==> src/rtl/uart_fifo_core.sv <==
// rtl/uart_fifo_core.sv - UART transmitter/receiver with TX and RX FIFOs
// Shared 16x baud tick; both FIFOs are first-word fall-through with registered status.
module uart_fifo_core_fifo #(
  parameter int W     = 8,
  parameter int DEPTH = 16
) (
  input  logic         clk_i,
  input  logic         rst_i,
  input  logic         wen_i,
  input  logic [W-1:0] din_i,
  input  logic         ren_i,
  output logic [W-1:0] dout_o,
  output logic         empty_o,
  output logic         empty_nxt_o,
  output logic         full_o
);
  localparam int AW = $clog2(DEPTH);
  localparam logic [AW:0] PTR_ONE = 1;

  logic [W-1:0] mem_q [DEPTH];
  logic [AW:0]  wr_ptr_q, wr_ptr_d, rd_ptr_q, rd_ptr_d;
  logic [W-1:0] dout_q, dout_d;
  logic         empty_q, full_q, push, pop;

  // A pop frees a slot, so a push into a full FIFO is still taken in the same cycle.
  assign pop  = ren_i && !empty_q;
  assign push = wen_i && (!full_q || pop);

  always_comb begin
    wr_ptr_d = push ? wr_ptr_q + PTR_ONE : wr_ptr_q;
    rd_ptr_d = pop  ? rd_ptr_q + PTR_ONE : rd_ptr_q;
    if (wr_ptr_d == rd_ptr_d) begin
      dout_d = '0;
    end else if (push && (wr_ptr_q[AW-1:0] == rd_ptr_d[AW-1:0])) begin
      dout_d = din_i;
    end else begin
      dout_d = mem_q[rd_ptr_d[AW-1:0]];
    end
  end

  always_ff @(posedge clk_i) begin
    if (rst_i) begin
      wr_ptr_q <= '0;
      rd_ptr_q <= '0;
      empty_q  <= 1'b1;
      full_q   <= 1'b0;
      dout_q   <= '0;
    end else begin
      wr_ptr_q <= wr_ptr_d;
      rd_ptr_q <= rd_ptr_d;
      empty_q  <= (wr_ptr_d == rd_ptr_d);
      full_q   <= (wr_ptr_d[AW] != rd_ptr_d[AW]) &&
                  (wr_ptr_d[AW-1:0] == rd_ptr_d[AW-1:0]);
      dout_q   <= dout_d;
    end
  end

  always_ff @(posedge clk_i) begin
    if (push) begin
      mem_q[wr_ptr_q[AW-1:0]] <= din_i;
    end
  end

  assign dout_o      = dout_q;
  assign empty_o     = empty_q;
  assign empty_nxt_o = (wr_ptr_d == rd_ptr_d);
  assign full_o      = full_q;
endmodule

module uart_fifo_core #(
  parameter int CLK_DIV    = 27,
  parameter int DATA_BITS  = 8,
  parameter int PARITY     = 0,
  parameter int STOP_BITS  = 1,
  parameter int FIFO_DEPTH = 16
) (
  input  logic       clk,
  input  logic       Rst,
  input  logic       rx,
  output logic       tx,
  input  logic       tx_wen,
  input  logic [7:0] tx_din,
  output logic       tx_full,
  output logic       tx_busy,
  input  logic       rx_ren,
  output logic [7:0] rx_dout,
  output logic       rx_data_present,
  output logic       rx_full,
  input  logic       err_clr,
  output logic       rx_overrun,
  output logic       rx_frame_err,
  output logic       rx_parity_err
);
  localparam int          DB        = DATA_BITS;
  localparam logic [4:0]  STOP_LAST = 5'(16 * STOP_BITS - 1);
  localparam logic [2:0]  BIT_LAST  = 3'(DB - 1);
  localparam logic        ODD       = (PARITY == 2);
  localparam logic [15:0] BAUD_LAST = 16'(CLK_DIV - 1);

  typedef enum logic [2:0] {S_IDLE, S_START, S_DATA, S_PAR, S_STOP} state_t;

  logic [15:0] baud_q;
  logic        tick;

  assign tick = (baud_q == BAUD_LAST);

  always_ff @(posedge clk) begin
    if (Rst) begin
      baud_q <= '0;
    end else begin
      baud_q <= tick ? '0 : baud_q + 16'd1;
    end
  end

  logic [DB-1:0] txf_dout;
  logic          txf_empty, txf_empty_nxt, txf_full;
  logic          tx_pop;

  uart_fifo_core_fifo #(.W(DB), .DEPTH(FIFO_DEPTH)) u_tx_fifo (
    .clk_i       (clk),
    .rst_i       (Rst),
    .wen_i       (tx_wen),
    .din_i       (tx_din[DB-1:0]),
    .ren_i       (tx_pop),
    .dout_o      (txf_dout),
    .empty_o     (txf_empty),
    .empty_nxt_o (txf_empty_nxt),
    .full_o      (txf_full)
  );

  state_t        tx_state_q;
  logic [4:0]    tx_cnt_q;
  logic [2:0]    tx_bit_q;
  logic [DB-1:0] tx_sh_q;
  logic          tx_par_q, tx_q, tx_busy_q;
  logic          tx_frame_end, tx_active_d;

  // Popping at the last stop tick lets the next start bit follow with no idle gap.
  assign tx_frame_end = (tx_state_q == S_STOP) && tick && (tx_cnt_q == STOP_LAST);
  assign tx_pop       = tick && !txf_empty && ((tx_state_q == S_IDLE) || tx_frame_end);
  assign tx_active_d  = tx_pop || ((tx_state_q != S_IDLE) && !tx_frame_end);

  always_ff @(posedge clk) begin
    if (Rst) begin
      tx_state_q <= S_IDLE;
      tx_cnt_q   <= '0;
      tx_bit_q   <= '0;
      tx_sh_q    <= '0;
      tx_par_q   <= 1'b0;
      tx_q       <= 1'b1;
    end else if (tx_pop) begin
      tx_state_q <= S_START;
      tx_cnt_q   <= '0;
      tx_sh_q    <= txf_dout;
      tx_par_q   <= (^txf_dout) ^ ODD;
      tx_q       <= 1'b0;
    end else if (tick && (tx_state_q != S_IDLE)) begin
      tx_cnt_q <= tx_cnt_q + 5'd1;
      if (tx_state_q == S_STOP) begin
        if (tx_frame_end) begin
          tx_state_q <= S_IDLE;
        end
      end else if (tx_cnt_q == 5'd15) begin
        tx_cnt_q <= '0;
        case (tx_state_q)
          S_START: begin
            tx_state_q <= S_DATA;
            tx_bit_q   <= '0;
            tx_q       <= tx_sh_q[0];
          end
          S_DATA: begin
            if (tx_bit_q == BIT_LAST) begin
              if (PARITY != 0) begin
                tx_state_q <= S_PAR;
                tx_q       <= tx_par_q;
              end else begin
                tx_state_q <= S_STOP;
                tx_q       <= 1'b1;
              end
            end else begin
              tx_bit_q <= tx_bit_q + 3'd1;
              tx_sh_q  <= tx_sh_q >> 1;
              tx_q     <= tx_sh_q[1];
            end
          end
          S_PAR: begin
            tx_state_q <= S_STOP;
            tx_q       <= 1'b1;
          end
          default: tx_state_q <= S_IDLE;
        endcase
      end
    end
  end

  always_ff @(posedge clk) begin
    if (Rst) begin
      tx_busy_q <= 1'b0;
    end else begin
      tx_busy_q <= tx_active_d || !txf_empty_nxt;
    end
  end

  logic rx_s1_q, rx_s2_q, rx_prev_q;

  always_ff @(posedge clk) begin
    if (Rst) begin
      rx_s1_q   <= 1'b1;
      rx_s2_q   <= 1'b1;
      rx_prev_q <= 1'b1;
    end else begin
      rx_s1_q   <= rx;
      rx_s2_q   <= rx_s1_q;
      rx_prev_q <= rx_s2_q;
    end
  end

  state_t        rx_state_q;
  logic [3:0]    rx_cnt_q;
  logic [2:0]    rx_bit_q;
  logic [DB-1:0] rx_sh_q;
  logic          rx_perr_q, rx_wait_q, rx_push_q, rx_perr_set_q, rx_ferr_set_q;
  logic          rx_sample;

  assign rx_sample = tick && (rx_cnt_q == 4'd15);

  always_ff @(posedge clk) begin
    if (Rst) begin
      rx_state_q    <= S_IDLE;
      rx_cnt_q      <= '0;
      rx_bit_q      <= '0;
      rx_sh_q       <= '0;
      rx_perr_q     <= 1'b0;
      rx_wait_q     <= 1'b0;
      rx_push_q     <= 1'b0;
      rx_perr_set_q <= 1'b0;
      rx_ferr_set_q <= 1'b0;
    end else begin
      rx_push_q     <= 1'b0;
      rx_perr_set_q <= 1'b0;
      rx_ferr_set_q <= 1'b0;
      if (tick && (rx_state_q != S_IDLE)) begin
        rx_cnt_q <= rx_cnt_q + 4'd1;
      end
      case (rx_state_q)
        S_IDLE: begin
          if (rx_prev_q && !rx_s2_q) begin
            rx_state_q <= S_START;
            rx_cnt_q   <= '0;
            rx_perr_q  <= 1'b0;
            rx_wait_q  <= 1'b0;
          end
        end
        S_START: begin
          if (tick && (rx_cnt_q == 4'd7)) begin
            rx_cnt_q   <= '0;
            rx_bit_q   <= '0;
            rx_state_q <= rx_s2_q ? S_IDLE : S_DATA;
          end
        end
        S_DATA: begin
          if (rx_sample) begin
            rx_sh_q  <= {rx_s2_q, rx_sh_q[DB-1:1]};
            rx_bit_q <= rx_bit_q + 3'd1;
            if (rx_bit_q == BIT_LAST) begin
              rx_state_q <= (PARITY != 0) ? S_PAR : S_STOP;
            end
          end
        end
        S_PAR: begin
          if (rx_sample) begin
            rx_perr_q  <= rx_s2_q != ((^rx_sh_q) ^ ODD);
            rx_state_q <= S_STOP;
          end
        end
        S_STOP: begin
          // After a low stop bit, hold here until the line returns high.
          if (rx_wait_q) begin
            if (rx_s2_q) begin
              rx_state_q <= S_IDLE;
            end
          end else if (rx_sample) begin
            rx_push_q     <= 1'b1;
            rx_perr_set_q <= rx_perr_q;
            rx_ferr_set_q <= !rx_s2_q;
            rx_wait_q     <= !rx_s2_q;
            if (rx_s2_q) begin
              rx_state_q <= S_IDLE;
            end
          end
        end
        default: rx_state_q <= S_IDLE;
      endcase
    end
  end

  logic [DB-1:0] rxf_dout;
  logic          rxf_empty, rxf_full, rxf_empty_nxt_unused;
  logic          ovr_q, ferr_q, perr_q, ovr_set;

  uart_fifo_core_fifo #(.W(DB), .DEPTH(FIFO_DEPTH)) u_rx_fifo (
    .clk_i       (clk),
    .rst_i       (Rst),
    .wen_i       (rx_push_q),
    .din_i       (rx_sh_q),
    .ren_i       (rx_ren),
    .dout_o      (rxf_dout),
    .empty_o     (rxf_empty),
    .empty_nxt_o (rxf_empty_nxt_unused),
    .full_o      (rxf_full)
  );

  assign ovr_set = rx_push_q && rxf_full && !(rx_ren && !rxf_empty);

  always_ff @(posedge clk) begin
    if (Rst) begin
      ovr_q  <= 1'b0;
      ferr_q <= 1'b0;
      perr_q <= 1'b0;
    end else begin
      if (ovr_set)            ovr_q  <= 1'b1;
      else if (err_clr)       ovr_q  <= 1'b0;
      if (rx_ferr_set_q)      ferr_q <= 1'b1;
      else if (err_clr)       ferr_q <= 1'b0;
      if (rx_perr_set_q)      perr_q <= 1'b1;
      else if (err_clr)       perr_q <= 1'b0;
    end
  end

  assign tx              = tx_q;
  assign tx_busy         = tx_busy_q;
  assign tx_full         = txf_full;
  assign rx_dout         = 8'(rxf_dout);
  assign rx_data_present = !rxf_empty;
  assign rx_full         = rxf_full;
  assign rx_overrun      = ovr_q;
  assign rx_frame_err    = ferr_q;
  assign rx_parity_err   = perr_q;
endmodule
==> config.mk <==
export PLATFORM = sky130hd
export DESIGN_NAME = uart_fifo_core
export DESIGN_NICKNAME = d
export VERILOG_FILES = /design/src/rtl/uart_fifo_core.sv
export SDC_FILE = /design/constraint.sdc
export NUM_CORES = 1
export LEC_CHECK = 0
export ABC_AREA = 1
export CORE_UTILIZATION = 30
export DETAILED_ROUTE_END_ITERATION = 16
export HOLD_SLACK_MARGIN = 0.02
export PLACE_DENSITY_LB_ADDON = 0.08
export SLEW_MARGIN = 10
export SYNTH_ARGS = -nofsm -noshare
export SYNTH_HDL_FRONTEND = slang
export SYNTH_HIERARCHICAL = 1
export SYNTH_SLANG_ARGS = --single-unit
==> constraint.sdc <==
create_clock -name clk -period 4.7 [get_ports clk]
set_clock_uncertainty 0.1 [all_clocks]
set_input_delay 0.47 -clock clk [delete_from_list [all_inputs] [get_ports clk]]
set_output_delay 0.47 -clock clk [all_outputs]
set_load 0.02 [all_outputs]
==> results by stage <==
Outcome:
- The run finished with clean final reports.

STA:
- The max-slew violation count is 0.
- Hold timing on the final database bottoms out at a slack of 0.3428 ns.
- The achievable clock frequency is 251.1 MHz.
- Setup violations remaining at the end of the flow were counted as 0.
- After routing, the total negative slack on setup checks comes to 0 ns.
- For the pin with the worst max-slew slack, the measured transition is 1.060 ns.
- Setup repair after global routing left no endpoint under its margin.
- The final critical-path share of the clock period is 0.8473.
- The clock period could shrink to 3.983 ns.
- The worst pin sits at a relative slew slack of 0.2926.
- The hold violation count in the final report came to 0.

Clocking:
- The number of hold buffers added after cts is 0.
- The clock passes through at most 3 buffers.
- At the later pin of the worst-skew pair, clock insertion delay measures 0.57 ns.
- TritonCTS built the clock tree.
- The cell at the root of the clock tree is sky130_fd_sc_hd__clkbuf_16.
- Clock-pin slew was measured on the worst setup and hold paths at 0.06 ns.
- The number of sinks on the clock net is 362.
- The number of gates given a new drive strength after cts is 0.
- Buffers inserted during clock tree synthesis total 44.
- The count of H-tree levels built during CTS is 2.
- After clock tree synthesis, the setup repair step added 0 buffers.

Logic synthesis:
- Synthesis handed over a netlist of 1,827 instances.
- The warning count from the yosys run is 6.
- Each instance of the synthesized netlist takes up on average 9.314 sq um.
- The net count after synthesis is 1,859.
- After synthesis the cells add up to 0.01702 sq mm.

GRT:
- For this run the aggregate overflow at the end of global routing stands at 0.
- The via count of the first global-routing pass is 12.06k.
- The number of antenna violations at the first check in global routing was 0.
- The first global-routing pass estimated 71.67 mm of wire.
- Entering global routing, the biggest net connects 67 pins.
- Across every metal layer, demand over resource in global routing totals 0.1642.

Pwr:
- VDD sags by at most 0.3046 mV.
- The leakage power of the design is 0.007883 uW.
- The share of total power dissipated in sequential elements is 0.423.
- The power density over cell area is 424.1 mW/mm^2.
- The combinational cell fraction of total power is 0.156.
- The overall power is 8240 uW.
- Of the total power, the clock network draws 0.421.
- Cell internal power was estimated by the tool at 5935 uW.
- In this run the power spent charging and discharging nets is 2305 uW.
- Of the total power, the share spent switching nets is 0.2797.

Floorplanning:
- The die boundary width is 240.2 um.
- The core region is 0.05552 sq mm.
- In this run the vertical extent of the chip is 240.2 um.
- The starting utilization of the core area is 0.3065.
- The total die area is 0.05768 sq mm.
- For this design the top-level I/O count stands at 30.
- In this run the core area contains 86 standard-cell rows.

Placement:
- The post-DP HPWL is 29.07 mm.
- Routability-driven placement finished with a final weighted congestion of 0.7695.
- The count of input and output buffers is 29.
- In this run, placement finished with an instance count of 2,549.

Run:
- Max-cap violations in this run came to 0.

Cells and area:
- The number of nets in the finished design is 1,879.
- Of the cells placed in the final design, the portion with a size suffix greater than 1 is 0.09187.
- 0 antenna diodes ended up in the layout.
- The final design utilization is 0.3499.
- The area growth from synthesis to layout is 14.18%.
- The post-route non-filler standard cell count is 2,631.

Detailed routing:
- The highest layer touched by signal routing is met4.
- The total vias in the final route is 12.25k.
- The final layout contains routed wiring with a total length of 46.19 mm.
- After detailed routing, the wire length on met1 is 21.53 mm.
- After detailed routing, the average wire length per cell comes to 17.56 um.
- The count of unresolved DRC violations after routing is 0.
- Dividing the detail-routed via count by the number of cells gives 4.657.
- Detailed routing placed a total of 21.51 mm of wire on met2.
- Before antenna repair, the detailed router went through 5 iterations.
- The detail route stage leaves a number of antenna-violating nets equal to 0.
- The total length of routed met3 wires is 1.789 mm.
- The number of DRC markers after the initial detailed-route iteration is 808.

Hold path:
- The tightest min-delay check is of the reg2reg type.

Critical path:
- The type of the worst setup path is reg2reg.
- Of all nets on the critical path, the largest fanout is 35.
- The kind of start point of the critical path is a flop.
- The worst setup path is captured at a flop.
- At the worst endpoint, the required time is 5.06 ns.
- The arrival time of data at the critical path endpoint is 4.34 ns.
- In this run the register-to-register setup slack is 0.72 ns.
## cells in the final DEF (no fill, tap or decap), types with 15 or more instances in the layout
master / n
sky130_fd_sc_hd__nand3_1: 353
sky130_fd_sc_hd__nand2_1: 342
sky130_fd_sc_hd__inv_1: 260
sky130_fd_sc_hd__edfxtp_1: 256
sky130_fd_sc_hd__nor2_1: 122
sky130_fd_sc_hd__dfxtp_1: 106
sky130_fd_sc_hd__nand3b_1: 67
sky130_fd_sc_hd__a21oi_1: 47
sky130_fd_sc_hd__clkbuf_16: 45
sky130_fd_sc_hd__clkdlybuf4s50_1: 28
sky130_fd_sc_hd__o21ai_0: 24
sky130_fd_sc_hd__nand4_1: 23
sky130_fd_sc_hd__ha_1: 18
sky130_fd_sc_hd__nand2_2: 17
sky130_fd_sc_hd__buf_4: 17
sky130_fd_sc_hd__nor3_1: 15
## worst paths after layout
check	depth (start not counted)	start	end
setup / recovery	17	baud_q[0]	u_tx_fifo/dout_o[3]
hold / removal	2	rx_perr_set_q	rx_parity_err
setup reg to reg	17	baud_q[0]	u_tx_fifo/dout_o[3]
hold reg to reg	2	rx_perr_set_q	rx_parity_err
## metrics by stage
stage                     area, sq um  worst slack (ns)
after floorplan                 17020             2.233
after global placement          17960            0.7776
after detailed placement        17960            0.7139
after CTS                       19430            0.6829
after global routing            19430            0.1671
final                           19430            0.7175
## power by group through the flow
stage	combinational [uW]	clock (uW)	sequential, uW
after global routing	1420	3690	3490
final	1290	3470	3490
after CTS	1300	3580	3490
after floorplan	841	0	3560
after global placement	1290	0	3560
after detailed placement	1300	0	3560
## registers in the layout (all words and copies together), names as in the netlist, 8 cells and up
name,cells
tx_sh_q,8
baud_q,16
rx_sh_q,8
u_tx_fifo/mem_q,128
u_rx_fifo/mem_q,128
u_rx_fifo/dout_o,8
u_tx_fifo/dout_o,8
## worst max-delay path, stage by stage (launching register included)
cell                      delay (ns)
sky130_fd_sc_hd__dfxtp_1        0.33
sky130_fd_sc_hd__inv_1          0.06
sky130_fd_sc_hd__ha_1           0.17
sky130_fd_sc_hd__nand2_1        0.06
sky130_fd_sc_hd__nor2_1         0.21
sky130_fd_sc_hd__nand3_1        0.16
sky130_fd_sc_hd__nand2_2        0.14
sky130_fd_sc_hd__nand2_1        0.10
sky130_fd_sc_hd__inv_1          0.16
sky130_fd_sc_hd__nand2_2        0.13
sky130_fd_sc_hd__nand2_2        0.45
sky130_fd_sc_hd__nand2_2        0.62
sky130_fd_sc_hd__nand2_1        0.24
sky130_fd_sc_hd__nand2_1        0.11
sky130_fd_sc_hd__nor2_2         0.36
sky130_fd_sc_hd__nand3_2        0.24
sky130_fd_sc_hd__nand2_1        0.15
sky130_fd_sc_hd__a21oi_2        0.06
## layout make-up
cell class                 instances  area [sq um]
fill                            5758         36090
clock inverter                    20         229.0
multi-input combinational       1115          5736
tap                              748         935.9
clock buffer                      62          1240
timing repair buffer              47         432.9
sequential                       362          9809
inverter                         277          1046
## per-layer routing
metal	vias up	track usage
met1	5809	0.2191
met3	80	0.02411
li1	6114	-
met4	0	0.06157
met5	-	0
met2	249	0.2685
No activity file was read; power rests on OpenSTA's default activity.
==> patch: new RTL, same flow settings <==
Set the parameter `FIFO_DEPTH` to 8 (it was 16).
--- a/src/rtl/uart_fifo_core.sv
+++ b/src/rtl/uart_fifo_core.sv
@@ -72,7 +72,7 @@
   parameter int DATA_BITS  = 8,
   parameter int PARITY     = 0,
   parameter int STOP_BITS  = 1,
-  parameter int FIFO_DEPTH = 16
+  parameter int FIFO_DEPTH = 8
 ) (
   input  logic       clk,
   input  logic       Rst,
Formal check against the unedited RTL: not equivalent (a bounded check fails within 10 cycles, from zero or initial values and one cycle with Rst high).
==> patch against the unedited design <==
First-iteration DRC count decreased by 43%. Count of clock-buffer cells in the layout decreased by 31. Sequential cell count decreased by 132. Area after synthesis decreased by 39%. Total power decreased by 46%. Worst setup slack improved by 0.71 ns. Highest routed layer unchanged. Routed wire length decreased by 43%. Final area decreased by 38%. Synthesized cell count decreased by 36%.
==> patch: results (changes against the unedited design) <==
The standby leakage power is 4.79 nW (was 7.88 nW). The maximum vdd ir drop came out at 0.233 mV (was 0.305 mV). The number of global-route vias before repair was 7529 (was 12.1k); the H-tree depth reported by CTS was 1 (was 2). The largest fanout of any net on the critical path is 36 (was 35), and the detailed-route via count is 7825 (was 12.3k). The critical register-to-register path endpoint is u_tx_fifo/dout_o[0] (was u_tx_fifo/dout_o[3]). The number of port buffers was 29 (unchanged).

The kind of path behind the tightest hold check was flop to flop (unchanged). The HPWL after detailed placement is 16.9 mm (was 29.1 mm), and the share of final-layout standard cells stronger than drive strength 1 is 10.7% (was 9.19%). The mean instance size in the synthesized netlist works out to 8.91 um2 (was 9.31 um2). Post-CTS clock slew at the launch and capture registers of the worst setup and hold paths: 0.06 ns (about the same). The worst setup path startpoint is tx_cnt_q[0] (was baud_q[0]). Worst-case reg-to-reg path depth: 18 (was 17).

The first-pass GRT wire length was 41.7 mm (was 71.7 mm). For the wire length after detailed routing, the log shows 26.1 mm (was 46.2 mm). The slew at the pin closest to its max-slew limit was 1.07 ns (was 1.06 ns). The endpoint of the worst hold-timing path was rx_s2_q (was rx_parity_err). The setup slack of the most critical reg-to-reg path was 1.43 ns (was 0.72 ns); the net count of the mapped netlist was 1201 (was 1859). The combined global-route utilization of all metal layers came out at 14.8% (was 16.4%). The launch point of the worst hold path is rx_s1_q (was rx_perr_set_q). The post-detailed-placement cell area was 11200 um2 (was 18000 um2); the number of slew-limit violations in the final report was 0 (unchanged). The violation count after the first detailed-routing iteration is 464 (was 808), and the number of placed instances with taps included is 1631 (was 2549). The flow ran to the end, and the final reports show no timing, DRC or antenna violations. The CTS buffer count was 27 (was 44); the source-to-sink clock delay at the later pin of the worst-skew pair was 0.53 ns (was 0.57 ns). The count of TritonRoute iterations in the first routing pass was 5 (unchanged); the number of antenna cells inserted was 0 (unchanged).

The pin count of the biggest net entering global routing is 45 (was 67), and the average vias per placed instance is 4.66 (about the same). The worst hold path cell count is 1 (was 2). The run gives 3 (unchanged) as the number of buffers between clock root and the deepest sink. The number of antenna violations at the first check in global routing is 0 (unchanged).

The routability congestion estimate came out at 0.781 (was 0.770). The number of warnings issued by yosys was 6 (unchanged); the quantity of gates resized following cts was 0 (unchanged). The worst-case hold slack is 0.308 ns (was 0.343 ns).

The number of hold buffers added after cts is 0 (unchanged), and the internal power is 3.46 mW (was 5.94 mW). The total setup buffers inserted after CTS came out at 0 (unchanged). The library cell used as clock root buffer is clkbuf_16 (unchanged).
patch: changes by cell type in the layout (fill, tap and decap cells not counted), moves of 9 or more:
cell | before | now
nand3_1 | 353 | 245
nand2_1 | 342 | 244
edfxtp_1 | 256 | 128
inv_1 | 260 | 101
buf_4 | 17 | 8
clkbuf_16 | 45 | 27
nand3b_1 | 67 | 9
nand4_1 | 23 | 5
nor2_1 | 122 | 102
patch: power groups by stage:
stage               Combinational [mW]  Sequential, mW  Clock [mW]
global placement                 0.154            2.20           0
finish                           0.150            2.16        2.11
detailed placement               0.153            2.20           0
CTS                              0.153            2.16        2.18
floorplan                       0.0972            2.20           0
global route                     0.170            2.16        2.25
patch: metal layers:
layer	GRT usage [%]	vias up	wire, um
li1	-	3995	-
met1	20.2	3660	12600
met2	24.5	134	12100
met3	2.10	36	944
met4	3.54	0	501
met5	0	-	0
patch: layout make-up:
type	instances	area [um2]
Fill cell	3578	22400
Sequential cell	230	5890
Multi-Input combinational cell	788	3930
Clock buffer	31	691
Tap cell	455	569
Inverter	121	458
Timing Repair Buffer	37	345
Clock inverter	17	196
patch: worst max-delay path by stage:
stage	end	slack [ns]
finish	u_tx_fifo/dout_o[0]	1.43
detailed placement	u_tx_fifo/dout_o[0]	1.39
global placement	u_tx_fifo/dout_o[0]	1.49
global route	tx_busy	1.08
CTS	u_tx_fifo/dout_o[2]	1.39
floorplan	u_tx_fifo/mem_q[6][0]	2.06
patch: worst max-delay path, stage by stage (launching register included):
cell and delay (ns):
dfxtp_1 0.37, ha_1 0.18, inv_1 0.04, nor2_1 0.07
nand2_1 0.09, nor2_1 0.13, nand3_2 0.10, nand2_2 0.11
nand2_1 0.10, inv_1 0.22, nand3_2 0.45, nand2_4 0.52
inv_1 0.08, nand3_1 0.09, nand2_1 0.06, nor2_2 0.13
nand3_2 0.12, nand2_4 0.14, nor2_1 0.06
